--- src/rtl/if_fetch_unit.sv ---
// Instruction-fetch stage: PC, synchronous SRAM issue, stall capture and redirect.
// Define FETCH_PERF_CNT_EN to build the fetch/stall performance counters.
module if_fetch_unit #(
  parameter logic [31:0] RESET_PC = 32'h0000_0000
) (
  input  logic        clk,
  input  logic        rst,
  input  logic        pc_write,
  input  logic        redirect,
  input  logic [31:0] redirect_pc,
  output logic        im_cs,
  output logic [31:0] im_addr,
  input  logic [31:0] im_rdata,
  output logic [31:0] inst_out,
  output logic [31:0] pc_add4_out,
  output logic        inst_valid,
  output logic        flush_out,
  output logic [31:0] perf_fetch_cnt,
  output logic [31:0] perf_stall_cnt
);

  typedef enum logic [1:0] {
    BOOT = 2'd0,
    RUN  = 2'd1,
    HOLD = 2'd2
  } state_t;

  state_t      state_q, state_d;
  logic [31:0] pc_q, pc_d;
  logic [31:0] resp_pc_q, resp_pc_d;
  logic        resp_valid_q, resp_valid_d;
  logic [31:0] hold_q, hold_d;
  logic [31:0] target;
  logic [31:0] addr_sel;
  logic        cs_sel;
  logic [31:0] sel_inst;

  assign target = {redirect_pc[31:2], 2'b00};

  // Data presented to IF/ID: held copy while stalled, otherwise straight from the SRAM.
  always_comb begin
    sel_inst = 32'h0000_0000;
    if (!resp_valid_q) begin
      sel_inst = 32'h0000_0000;
    end else if (state_q == HOLD) begin
      sel_inst = hold_q;
    end else begin
      sel_inst = im_rdata;
    end
  end

  assign inst_out    = rst ? 32'h0000_0000 : sel_inst;
  assign pc_add4_out = (rst || !resp_valid_q) ? 32'h0000_0000 : (resp_pc_q + 32'd4);
  assign inst_valid  = rst ? 1'b0 : resp_valid_q;
  assign im_cs       = rst ? 1'b0 : cs_sel;
  assign im_addr     = {addr_sel[31:2], 2'b00};
  assign flush_out   = rst ? 1'b0 : redirect;

  // Next-state and SRAM issue logic; redirect overrides any stall.
  always_comb begin
    state_d      = state_q;
    pc_d         = pc_q;
    resp_pc_d    = resp_pc_q;
    resp_valid_d = resp_valid_q;
    hold_d       = hold_q;
    cs_sel       = 1'b0;
    addr_sel     = pc_q;
    if (redirect) begin
      cs_sel       = 1'b1;
      addr_sel     = target;
      pc_d         = target + 32'd4;
      resp_pc_d    = target;
      resp_valid_d = 1'b1;
      state_d      = RUN;
    end else begin
      case (state_q)
        BOOT, HOLD: begin
          if (pc_write) begin
            cs_sel       = 1'b1;
            addr_sel     = pc_q;
            pc_d         = pc_q + 32'd4;
            resp_pc_d    = pc_q;
            resp_valid_d = 1'b1;
            state_d      = RUN;
          end else begin
            state_d = state_q;
          end
        end
        RUN: begin
          if (pc_write) begin
            cs_sel       = 1'b1;
            addr_sel     = pc_q;
            pc_d         = pc_q + 32'd4;
            resp_pc_d    = pc_q;
            resp_valid_d = 1'b1;
            state_d      = RUN;
          end else begin
            // SRAM is deselected next cycle, so keep the word it is returning now.
            hold_d  = sel_inst;
            state_d = HOLD;
          end
        end
        default: begin
          state_d      = BOOT;
          resp_valid_d = 1'b0;
        end
      endcase
    end
  end

  // State registers with synchronous reset.
  always_ff @(posedge clk) begin
    if (rst) begin
      state_q      <= BOOT;
      pc_q         <= RESET_PC;
      resp_pc_q    <= RESET_PC;
      resp_valid_q <= 1'b0;
      hold_q       <= 32'h0000_0000;
    end else begin
      state_q      <= state_d;
      pc_q         <= pc_d;
      resp_pc_q    <= resp_pc_d;
      resp_valid_q <= resp_valid_d;
      hold_q       <= hold_d;
    end
  end

`ifdef FETCH_PERF_CNT_EN
  logic [31:0] fetch_cnt_q;
  logic [31:0] stall_cnt_q;

  // Fetch and stall event counters, wrapping at 2^32.
  always_ff @(posedge clk) begin
    if (rst) begin
      fetch_cnt_q <= 32'h0000_0000;
      stall_cnt_q <= 32'h0000_0000;
    end else begin
      if (cs_sel) begin
        fetch_cnt_q <= fetch_cnt_q + 32'd1;
      end else begin
        fetch_cnt_q <= fetch_cnt_q;
      end
      if (!pc_write && !redirect) begin
        stall_cnt_q <= stall_cnt_q + 32'd1;
      end else begin
        stall_cnt_q <= stall_cnt_q;
      end
    end
  end

  assign perf_fetch_cnt = rst ? 32'h0000_0000 : fetch_cnt_q;
  assign perf_stall_cnt = rst ? 32'h0000_0000 : stall_cnt_q;
`else
  assign perf_fetch_cnt = 32'h0000_0000;
  assign perf_stall_cnt = 32'h0000_0000;
`endif

endmodule

--- config.mk ---
export PLATFORM = sky130hd
export DESIGN_NAME = if_fetch_unit
export DESIGN_NICKNAME = d
export VERILOG_FILES = /design/src/rtl/if_fetch_unit.sv
export SDC_FILE = /design/constraint.sdc
export NUM_CORES = 1
export LEC_CHECK = 0
export ABC_CLOCK_PERIOD_IN_PS = 5100
export CORE_UTILIZATION = 34
export DETAILED_ROUTE_END_ITERATION = 10
export PLACE_DENSITY = 0.71
export SLEW_MARGIN = 25
export SYNTH_ARGS = -nofsm -noshare
export SYNTH_HDL_FRONTEND = slang
export SYNTH_SLANG_ARGS = --single-unit
--- constraint.sdc ---
create_clock -name clk -period 5.1 [get_ports clk]
set_input_delay 1.02 -clock clk [delete_from_list [all_inputs] [get_ports clk]]
set_output_delay 1.02 -clock clk [all_outputs]
set_load 0.05 [all_outputs]
Word level (Yosys, flattened, before mapping)
Cells that the tools add are included.
Word-level totals
  register bits: 99
  input port bits: 68
  output and inout bits: 163
  logic and storage cells: 52
Operators by class
  $add $sub $neg: 3
  equal/unequal tests: 5
  multiplexer cells: 24
  bitwise logic cells: 2
  reduce and logical (&&, ||, !) cells: 11
Operators by type and width (count)
  $mux W32: 11
  $add A32 B3 Y32 const B: 3
  $mux W1: 10
  $mux W2: 2
  $pmux W2 S2: 1
  $reduce_and A2 Y1: 2
  $reduce_bool A2 Y1: 2
  $reduce_or A2 Y1: 2
  $ne A3 B1 Y1 const B: 1
  $ne A3 B3 Y1 const B: 1
  $reduce_and A3 Y1: 1
  $reduce_or A3 Y1: 1
  $eq A2 B1 Y1 const B: 1
  $eq A2 B2 Y1 const B: 1
  $logic_not A2 Y1: 1
  $ne A2 B2 Y1 const B: 1
  $not A1 Y1: 2
  $logic_not A1 Y1: 1
  $logic_or A1 B1 Y1: 1

Longest topological paths before layout
Gate-level depths: netlist of the first run.
  depth in word-level cells: 5
  gate-level depth with buffers: 13
  gate-level depth less buffers: 7

Least setup slack after synthesis of the first run
Ideal clock, no wire load.
  path kind: input to output
  start: input rst
  end: output pc_add4_out[26]
  arrival: 3.078 ns
  data required time: 4.080 ns
  setup slack: 1.002 ns
  stages on the path: 6
  path buffers: 2
  path through: clkbuf_1 -> nand2b_1 -> inv_1 -> clkbuf_1 -> nand2_1 -> mux2i_1
Between the ends
  cells in the longest elaborated chain, start to end: 2
Ends and longest elaborated chain
  start: declaration: line 7  | input logic rst,
  $logic_or A1 B1 Y1: line 53  | assign pc_add4_out = (rst || !resp_valid_q) ? 32'h0000_0000 : (resp_pc_q + 32'd4);
  $mux W32: line 53
  end: declaration: line 15  | output logic [31:0] pc_add4_out,
Every way passes these cells.

Final worst setup path of the first run
  start: register resp_pc_q[2]
  end: output pc_add4_out[28]
Between the ends
  cells in the longest elaborated chain, start to end: 2
Ends and longest elaborated chain
  start: declaration: line 30  | logic [31:0] resp_pc_q, resp_pc_d;
  start signal: assignment: line 122  | resp_pc_q <= resp_pc_d;
  $add A32 B3 Y32: line 53
  $mux W32: line 53
Every way passes these cells.

==> summary.md, run 1 <==
| Metric | Value |
|---|---|
| # Max-Cap Violations | `0` |
| Design Area, Final | `8173 µm²` |
| Via count | `6,394` |
| DP Area | `7873 µm²` |
| Clk Latency, worst-skew pair | `0.35 ns` |
| Yosys top cell area share | `29.50%` |
| Mean post-synth cell area | `7.334 µm²` |
| Hold Crit Class | `register to register` |
| Hold Buf Count CTS | `0` |
| First-pass GRT wire length | `29,120 µm` |
| Pre-CTS WS | `0.9004 ns` |
| GP Congestion | `0.8622` |
| Worst slew pin tran | `0.7774 ns` |
| Post-synth ARST share | `0%` |
| Fillers | `1,845` |
| Headroom to the max-slew limit | `48.06%` |
| Tmin final | `4.291 ns` |
| Worst hold slack | `0.4748 ns` |
| Drt total wl | `18,110 µm` |
| Mapped Area | `6446 µm²` |
| Number of synthesized flops with an enable pin | `0` |
| Quantity of gates resized following cts | `0` |
| Area Overhead vs Synth | `26.79%` |
| Critical path type | `register to output pin` |
| P per Cell Area | `266.0 nW/µm²` |
| Grt total ovfl | `0` |
| Post-DP HPWL | `12,970 µm` |
| Setup ws final | `0.8089 ns` |
| Critical path launch point type | `register` |
| Clock transition at path regs | `0.06 ns` |
| Maximum vdd drop | `0.1463 mV` |
| Width of the chip | `139.7 µm` |
| Arrival @ worst endpoint | `3.27 ns` |
| Largest net degree at the start of global routing | `63` |
| Clock share of power | `31.4%` |
| Reg power frac | `38.2%` |
| Status | `finished, final reports clean` |
| Leakage | `3.217 nW` |
| Port bufs | `160` |
| Routed Antenna Nets | `0` |
| FP Rows | `49` |
| Mapped Cells | `879` |
| Die area | `19,510 µm²` |
| RSZ-0062 raised after global routing | `false` |
| CTS buffer count | `9` |
| Dominant synthesized flop cell | `dfxtp_1` |
| I/O Pins | `231` |
| Worst-path fanout max | `10` |
| Count of final setup violators | `0` |
| Synth warnings | `0` |
| Layout cells sized above 1 | `6.554%` |
| Top cells by area, synth | `dfxtp_1, buf_4, nand2_1, nor2_1, a21oi_1` |
| Sw power | `0.7931 mW` |
| Vias per cell | `5.173` |
| Initial drt markers | `333` |
| Routed length per placed instance | `14.65 µm` |
| Sequential-to-total area share from yosys stat | `29.50%` |
| Inserted Diodes | `0` |
| Top cell type by total area after synthesis | `dfxtp_1` |
| Logic pwr share | `30.4%` |
| Max frequency | `233.0 MHz` |
| Crit share post-route | `84.14%` |
| Number of global-route vias before repair | `5,757` |
| Clock Skew | `0.008125 ns` |
| Kind of end point of the critical path | `output pin` |
| Maximum root-to-sink buffer count | `2` |
| Initial antenna violation count | `0` |
| Die H | `139.7 µm` |
| Crit path required time | `4.08 ns` |
| Seq cells post-synth | `95` |
| # nets final | `1,072` |
| Drt drc | `0` |
| Core area | `18,270 µm²` |
| Starting density of the core | `35.28%` |
| DRT Pass-1 Iters | `5` |
| # H-tree levels | `3` |
| Post-CTS setup buffer count | `0` |
| Yosys cell types | `61` |
| Total Routing Usage GR | `18.25%` |
| Int Pwr | `1.381 mW` |
| CTS tree | `yes` |
| Final Hold Violating Endpoints | `0` |
| Root buf cell | `clkbuf_16` |
| Total clock sinks | `95` |
| Setup TNS | `0 ns` |
| Commonest non-fill, non-tap cell in the layout | `clkdlybuf4s50_1` |
| Highest-count cells in the layout ignoring fill and taps | `clkdlybuf4s50_1, nand2_1, nor2_1` |
| Sw Ratio | `36.48%` |
| Max Slew Vio Count | `0` |
## logic make-up (layout without fill, tap and decap cells)
group,count (synthesis),count (layout),synth area share [%]
other,1,68,0.05817
muxes,24,24,4.037
DFF,95,95,29.50
adders and majority gates,2,2,0.3881
xor gates and xnor gates,30,30,4.076
AOI/OAI and AO/OA,184,184,18.94
and+or+nand+nor,385,385,28.75
buffers and inverters,158,219,14.25
## critical path, stage by stage (launching register included)
cell and delay, ns:
dfxtp_1 0.42, ha_1 0.24, nand3_1 0.35, nor4_2 0.60
nand3_1 0.15, mux2i_1 0.28, clkdlybuf4s50_1 0.89
## synthesized netlist by cell type, types with 13 or more instances
cell type,instances
a21oi_1,50
nand3b_1,15
nand2_1,124
a22oi_1,33
mux2_2,13
nor2_1,109
inv_1,29
xnor2_1,23
a211oi_1,20
clkbuf_1,44
buf_4,69
nor3_1,29
o21ai_0,34
dfxtp_1,95
nand3_1,37
nand4_1,16
## layout make-up
class	instances	area, µm²	share of cell area, %
multi-input cells	693	3895	47.66
flip-flops and latches	95	1902	23.27
repair buffers	173	1677	20.51
well taps	229	286.5	3.506
clock buffers	11	242.7	2.970
inverters	30	112.6	1.378
clock inverters	5	57.56	0.7042
## power by group through the flow
stage               combinational (mW)  clock (mW)  sequential [mW]
detailed placement               0.659           0            0.847
global placement                 0.657           0            0.846
global route                     0.702       0.734            0.836
CTS                              0.661       0.705            0.830
floorplan                        0.513           0            0.830
finish                           0.660       0.683            0.831
## metrics by stage
| step | utilization [%] | instances | power [mW] |
|---|---|---|---|
| after floorplan | - | 946 | 1.344 |
| after global placement | 43.09 | 1220 | 1.503 |
| after detailed placement | 43.09 | 1220 | 1.506 |
| after CTS | 44.73 | 1236 | 2.196 |
| after global routing | 44.73 | 1236 | 2.272 |
| final | 44.73 | 1236 | 2.174 |
## registers in the layout, indices dropped and copies added (netlist names)
| register | flops |
|---|---|
| hold_q | 32 |
| resp_valid_q | 1 |
| pc_q | 30 |
| resp_pc_q | 30 |
| state_q | 2 |
## layer usage
layer  GRT usage [%]  vias to the layer above  part of all wire, %  wire length, µm
met1           23.28                     2957                   44             8009
met4           4.396                        0                  1.6              282
met2           30.87                      234                   47             8509
met3           4.370                       25                  7.2             1311
met5               0                        -                    0                0
li1                -                     3178                    -                -
## worst paths after layout
kind,from,to,slack [ns],depth (start not counted)
setup / recovery,resp_pc_q[2],pc_add4_out[28],0.81,6
hold / removal,pc_q[9],pc_q[9],0.47,2
setup reg to reg,pc_q[2],pc_q[24],2.95,7
hold reg to reg,pc_q[9],pc_q[9],0.47,2
(Power assumes the default switching activity.)
==> run 2: changes to the inputs <==
Settings changed: ABC_CLOCK_PERIOD_IN_PS 5100 to 3800, PLACE_DENSITY 0.71 to 0.73.
Clock period 5.1 ns to 3.8 ns, I/O delays scaled along.
==> summary.md, run 2 (same netlist as run 1, synthesis figures left out) <==
| Metric | Value |
|---|---|
| Initial drt markers | `348 (was 333)` |
| Crit path cell chain | `buf_2 > buf_12 > mux2i_1 > inv_1 > clkdlybuf4s50_1 (was ha_1 > nand3_1 > nor4_2 > nand3_1 > mux2i_1 > clkdlybuf4s50_1)` |
| Via count | `6,398 (was 6,394)` |
| Clock share of power | `34.7% (was 31.4%)` |
| Fillers | `1,792 (was 1,845)` |
| Kind of end point of the critical path | `output pin (unchanged)` |
| Die H | `139.7 µm (unchanged)` |
| Drt drc | `0 (unchanged)` |
| Headroom to the max-slew limit | `43.00% (was 48.06%)` |
| Core area | `18,270 µm² (unchanged)` |
| # nets final | `1,077 (was 1,072)` |
| Total Routing Usage GR | `18.70% (was 18.25%)` |
| Highest-count cells in the layout ignoring fill and taps | `nand2_1, nor2_1, dfxtp_1 (was clkdlybuf4s50_1, nand2_1, nor2_1)` |
| Logic pwr share | `29.2% (was 30.4%)` |
| Routed length per placed instance | `15.00 µm (was 14.65 µm)` |
| RSZ-0062 raised after global routing | `false (unchanged)` |
| Drt total wl | `18,610 µm (was 18,110 µm)` |
| Max reg flops | `32 (unchanged)` |
| Crit path required time | `3.04 ns (was 4.08 ns)` |
| CTS tree | `yes (unchanged)` |
| Worst path max stage delay | `0.71 ns (was 0.89 ns)` |
| Biggest regs | `hold_q: 32 flops, pc_q: 30 flops, resp_pc_q: 30 flops (unchanged)` |
| Grt total ovfl | `0 (unchanged)` |
| Top reg by flops | `hold_q (unchanged)` |
| Total clock sinks | `95 (unchanged)` |
| Crit path from | `redirect (was resp_pc_q[2])` |
| # Max-Cap Violations | `0 (unchanged)` |
| Hold_sp | `pc_q[9] (unchanged)` |
| Critical path type | `input pin to output pin (was register to output pin)` |
| Tmin final | `3.406 ns` |
| Width of the chip | `139.7 µm (unchanged)` |
| GP Congestion | `0.8591 (was 0.8622)` |
| Final Hold Violating Endpoints | `0 (unchanged)` |
| Area Overhead vs Synth | `26.42% (was 26.79%)` |
| Sw power | `1.084 mW (was 0.7931 mW)` |
| Worst Hold Path EP | `pc_q[9] (unchanged)` |
| End of the worst register-to-register path | `pc_q[26] (was pc_q[24])` |
| DRT Pass-1 Iters | `5 (unchanged)` |
| Arrival @ worst endpoint | `2.65 ns (was 3.27 ns)` |
| Register-to-Register Path Depth | `7 (unchanged)` |
| P per Cell Area | `376.6 nW/µm² (was 266.0 nW/µm²)` |
| Routed Antenna Nets | `0 (unchanged)` |
| Hold Path Stages | `2 (unchanged)` |
| Inserted Diodes | `0 (unchanged)` |
| Number of global-route vias before repair | `5,694 (was 5,757)` |
| Layout cells sized above 1 | `12.75% (was 6.554%)` |
| Root buf cell | `clkbuf_16 (unchanged)` |
| Worst R2R Start | `pc_q[2] (unchanged)` |
| Largest net degree at the start of global routing | `81 (was 63)` |
| Crit path buf inv count | `4 (was 1)` |
| Die area | `19,510 µm² (unchanged)` |
| Top delay family on crit path | `buffers and inverters (was simple AND/OR/NAND/NOR gates)` |
| CP max stage cell | `clkdlybuf4s50_1 (unchanged)` |
| Quantity of gates resized following cts | `0 (unchanged)` |
| I/O Pins | `231 (unchanged)` |
| Crit share post-route | `89.63%` |
| Int Pwr | `1.986 mW (was 1.381 mW)` |
| Port bufs | `160 (unchanged)` |
| Leakage | `3.379 nW (was 3.217 nW)` |
| Final Util | `44.60% (was 44.73%)` |
| CTS buffer count | `9 (unchanged)` |
| Maximum vdd drop | `0.2169 mV (was 0.1463 mV)` |
| R2R Setup Slk | `1.59 ns (was 2.95 ns)` |
| Post-CTS setup buffer count | `0 (unchanged)` |
| Maximum root-to-sink buffer count | `2 (unchanged)` |
| Max frequency | `293.6 MHz` |
| Hold Buf Count CTS | `0 (unchanged)` |
| First-pass GRT wire length | `29,690 µm (was 29,120 µm)` |
| FP Rows | `49 (unchanged)` |
| Reg power frac | `36.2% (was 38.2%)` |
| Commonest non-fill, non-tap cell in the layout | `nand2_1 (was clkdlybuf4s50_1)` |
| Worst-path fanout max | `31 (was 10)` |
| Sw Ratio | `35.31% (was 36.48%)` |
| Clk Latency, worst-skew pair | `0.35 ns (about the same)` |
| Vias per cell | `5.156 (was 5.173)` |
| Starting density of the core | `35.28% (unchanged)` |
| Clock Skew | `0.005878 ns (was 0.008125 ns)` |
| Count of final setup violators | `0 (unchanged)` |
| Critical path launch point type | `input pin (was register)` |
| Max Slew Vio Count | `0 (unchanged)` |
| Status | `finished, final reports clean (unchanged)` |
| Clock transition at path regs | `0.06 ns (about the same)` |
| Worst slew pin tran | `0.8550 ns (was 0.7774 ns)` |
| Hold Crit Class | `register to register (unchanged)` |
| Setup TNS | `0 ns (unchanged)` |
| # H-tree levels | `3 (unchanged)` |
| Initial antenna violation count | `0 (unchanged)` |
| Post-DP HPWL | `13,440 µm (was 12,970 µm)` |
run 2: changes by cell type in the layout (fill, tap and decap cells not counted), sizes merged:
cell / change
clkdlybuf4s50: -58
bufinv: +2
clkinv: -3
buf: +63
inv: +1
run 2: how the worst max path moves through the flow:
stage | end | cells after the start
finish | im_addr[31] | 5
global route | pc_add4_out[28] | 6
global placement | im_addr[9] | 4
detailed placement | im_addr[9] | 4
floorplan | pc_add4_out[26] | 6
CTS | im_addr[9] | 4
run 2: per-stage QoR:
stage               hold slack, ns  power, mW  worst slack [ns]  instances  cell area [µm²]
floorplan                   0.4412      1.804            0.2225        946             6698
global placement            0.4582      2.019            0.4087       1225             7802
detailed placement          0.4688      2.025            0.3972       1225             7802
CTS                         0.4785      3.094            0.3956       1241             8149
global route                0.4893      3.192            0.2234       1241             8149
finish                      0.4814      3.069            0.3942       1241             8149
run 2: cell type report:
| cell class | count | area (µm²) | share of cell area, % |
|---|---|---|---|
| inverters | 30 | 112.6 | 1.382 |
| clock buffers | 11 | 242.7 | 2.979 |
| multi-input cells | 693 | 3895 | 47.80 |
| repair buffers | 178 | 1607 | 19.71 |
| flip-flops and latches | 95 | 1902 | 23.34 |
| well taps | 229 | 286.5 | 3.516 |
| clock inverters | 5 | 103.9 | 1.274 |
run 2: metal layers:
layer,up-vias,routed length [µm],track usage (%)
met5,-,0,0
li1,3180,-,-
met1,2933,8058,24.07
met4,0,313,5.784
met2,262,8903,31.11
met3,23,1334,3.992
run 2: tightest hold or removal path, cell delays in order (launching register included):
cell,delay (ns)
dfxtp_1,0.33
nand2_1,0.06
a21oi_1,0.05
run 2: power groups by stage:
stage | sequential [mW] | clock, mW | combinational (mW)
after detailed placement | 1.13 | 0 | 0.893
after floorplan | 1.11 | 0 | 0.689
after global placement | 1.13 | 0 | 0.890
after global routing | 1.12 | 1.12 | 0.950
final | 1.11 | 1.06 | 0.895
after CTS | 1.11 | 1.09 | 0.897
==> run 3: changes to the inputs <==
Settings changed: CAP_MARGIN from default to 20, CORE_UTILIZATION 34 to 42, PLACE_DENSITY 0.73 to 0.85.
==> summary.md, run 3 (same netlist as run 1, synthesis figures left out) <==
| Metric | Value |
|---|---|
| Status | `finished, final reports clean (unchanged)` |
| R2R Setup Slk | `1.49 ns (was 1.59 ns)` |
| Width of the chip | `125.9 µm (was 139.7 µm)` |
| Logic pwr share | `29.6% (was 29.2%)` |
| Top delay family on crit path | `buffers and inverters (unchanged)` |
| Worst R2R Start | `state_q[0] (was pc_q[2])` |
| Initial antenna violation count | `0 (unchanged)` |
| # Max-Cap Violations | `0 (unchanged)` |
| Routed length per placed instance | `15.17 µm (was 15.00 µm)` |
| GP Congestion | `0.8615 (was 0.8591)` |
| Drt drc | `0 (unchanged)` |
| Vias per cell | `5.416 (was 5.156)` |
| Grt total ovfl | `0 (unchanged)` |
| CTS buffer count | `9 (unchanged)` |
| Reg power frac | `36.8% (was 36.2%)` |
| Hold Crit Class | `register to register (unchanged)` |
| End of the worst register-to-register path | `hold_q[19] (was pc_q[26])` |
| Core area | `14,750 µm² (was 18,270 µm²)` |
| Drt total wl | `18,100 µm (was 18,610 µm)` |
| Sw Ratio | `36.65% (was 35.31%)` |
| CP max stage cell | `clkdlybuf4s50_1 (unchanged)` |
| Met1 wire length | `8009 µm (was 8058 µm)` |
| Max frequency | `289.5 MHz (was 293.6 MHz)` |
| Starting density of the core | `43.69% (was 35.28%)` |
| Clk Latency, worst-skew pair | `0.35 ns (about the same)` |
| I/O Pins | `231 (unchanged)` |
| Layout cells sized above 1 | `11.50% (was 12.75%)` |
| Setup ws final | `0.3460 ns (was 0.3942 ns)` |
| RSZ-0062 raised after global routing | `false (unchanged)` |
| Initial drt markers | `338 (was 348)` |
| Arrival @ worst endpoint | `2.69 ns (was 2.65 ns)` |
| Clock share of power | `33.5% (was 34.7%)` |
| Routed Antenna Nets | `0 (unchanged)` |
| Highest-count cells in the layout ignoring fill and taps | `nand2_1, nor2_1, clkdlybuf4s50_1 (was nand2_1, nor2_1, dfxtp_1)` |
| Worst path max stage delay | `0.71 ns (about the same)` |
| Tmin final | `3.454 ns (was 3.406 ns)` |
| Die area | `15,850 µm² (was 19,510 µm²)` |
| Number of global-route vias before repair | `5,649 (was 5,694)` |
| Count of final setup violators | `0 (unchanged)` |
| # nets final | `1,074 (was 1,077)` |
| Area Overhead vs Synth | `25.29% (was 26.42%)` |
| Quantity of gates resized following cts | `0 (unchanged)` |
| WP depth | `4 (was 5)` |
| Max reg flops | `32 (unchanged)` |
| Top reg by flops | `hold_q (unchanged)` |
| Inserted Diodes | `0 (unchanged)` |
| Hold Buf Count CTS | `0 (unchanged)` |
| Root buf cell | `clkbuf_16 (unchanged)` |
| Hold_sp | `pc_q[9] (unchanged)` |
| Commonest non-fill, non-tap cell in the layout | `nand2_1 (unchanged)` |
| P per Cell Area | `372.4 nW/µm² (was 376.6 nW/µm²)` |
| Critical path type | `input pin to output pin (unchanged)` |
| Pre-CTS WS | `0.3557 ns (was 0.3972 ns)` |
| Crit share post-route | `90.90% (was 89.63%)` |
| Worst slew pin tran | `0.8255 ns (was 0.8550 ns)` |
| Maximum vdd drop | `0.2641 mV (was 0.2169 mV)` |
| Sw power | `1.102 mW (was 1.084 mW)` |
| Via count | `6,461 (was 6,398)` |
| Crit path buf inv count | `3 (was 4)` |
| Largest net degree at the start of global routing | `63 (was 81)` |
| Biggest regs | `hold_q: 32 flops, pc_q: 30 flops, resp_pc_q: 30 flops (unchanged)` |
| Met2 wire length | `8311 µm (was 8903 µm)` |
| Worst hold slack | `0.4846 ns (was 0.4814 ns)` |
| Top routing layer used | `met4 (unchanged)` |
| Register-to-Register Path Depth | `6 (was 7)` |
| CP endpoint | `im_addr[7] (was im_addr[31])` |
| Headroom to the max-slew limit | `44.91% (was 43.00%)` |
| Maximum root-to-sink buffer count | `2 (unchanged)` |
| DRT Pass-1 Iters | `5 (unchanged)` |
| Kind of end point of the critical path | `output pin (unchanged)` |
| Total clock sinks | `95 (unchanged)` |
| Die H | `125.9 µm (was 139.7 µm)` |
| Leakage | `3.331 nW (was 3.379 nW)` |
| Port bufs | `160 (unchanged)` |
| Met3 Routed Length | `1219 µm (was 1334 µm)` |
| Critical path launch point type | `input pin (unchanged)` |
| Final Hold Violating Endpoints | `0 (unchanged)` |
| Crit path required time | `3.04 ns (about the same)` |
| Post-CTS setup buffer count | `0 (unchanged)` |
| Clock transition at path regs | `0.07 ns (was 0.06 ns)` |
| Max Slew Vio Count | `0 (unchanged)` |
| Worst-path fanout max | `28 (was 31)` |
| First-pass GRT wire length | `28,610 µm (was 29,690 µm)` |
| # H-tree levels | `3 (unchanged)` |
| Crit path cell chain | `buf_2 > buf_4 > mux2_2 > clkdlybuf4s50_1 (was buf_2 > buf_12 > mux2i_1 > inv_1 > clkdlybuf4s50_1)` |
| FP Rows | `44 (was 49)` |
| Setup TNS | `0 ns (unchanged)` |
| Clock Skew | `0.008076 ns (was 0.005878 ns)` |
| Crit path from | `redirect (unchanged)` |
| Total Routing Usage GR | `22.39% (was 18.70%)` |
| Post-DP HPWL | `13,140 µm (was 13,440 µm)` |
| CTS tree | `yes (unchanged)` |
| Int Pwr | `1.905 mW (was 1.986 mW)` |
[run 3: how the worst min path moves through the flow]
stage               end  cells after the start
2_1_floorplan  pc_q[31]                      1
3_3_place_gp    pc_q[9]                      2
3_5_place_dp   pc_q[31]                      1
4_1_cts         pc_q[9]                      2
5_1_grt         pc_q[9]                      2
6_report        pc_q[9]                      2
[run 3: tightest hold or removal path, delay by kind of cell, from the launching register on]
family / cells / cell delay (ns)
AO/OA/AOI/OAI: 1 / 0.05
flip-flops: 1 / 0.33
AND/OR/NAND/NOR: 1 / 0.06
[run 3: per-layer routing]
| layer | vias to the layer above | GRT usage, % |
|---|---|---|
| li1 | 3193 | - |
| met1 | 2963 | 29.50 |
| met2 | 271 | 35.42 |
| met3 | 34 | 3.823 |
| met4 | 0 | 10.99 |
| met5 | - | 0 |
[run 3: cell type report]
cell class                 count  area [µm²]
tap                          184       230.2
sequential                    95        1902
timing repair buffer         175        1609
multi-input combinational    693        3894
clock buffer                   9       225.2
fill                        1386        6678
inverter                      30       112.6
clock inverter                 7       103.9
[run 3: through the flow]
step                      instance area [µm²]  util [%]  cells  total power, mW
final                                    8077     54.74   1193            3.008
after floorplan                          6698         -    946            1.804
after detailed placement                 7747     52.51   1177            2.014
after CTS                                8077     54.74   1193            3.025
after global routing                     8077     54.74   1193            3.139
after global placement                   7747     52.51   1177            2.003
[run 3: power groups by stage]
stage	logic [mW]	clock network [mW]	registers, mW
after floorplan	0.689	0	1.11
after global placement	0.876	0	1.13
after detailed placement	0.885	0	1.13
after CTS	0.889	1.03	1.11
after global routing	0.940	1.08	1.12
final	0.891	1.01	1.11
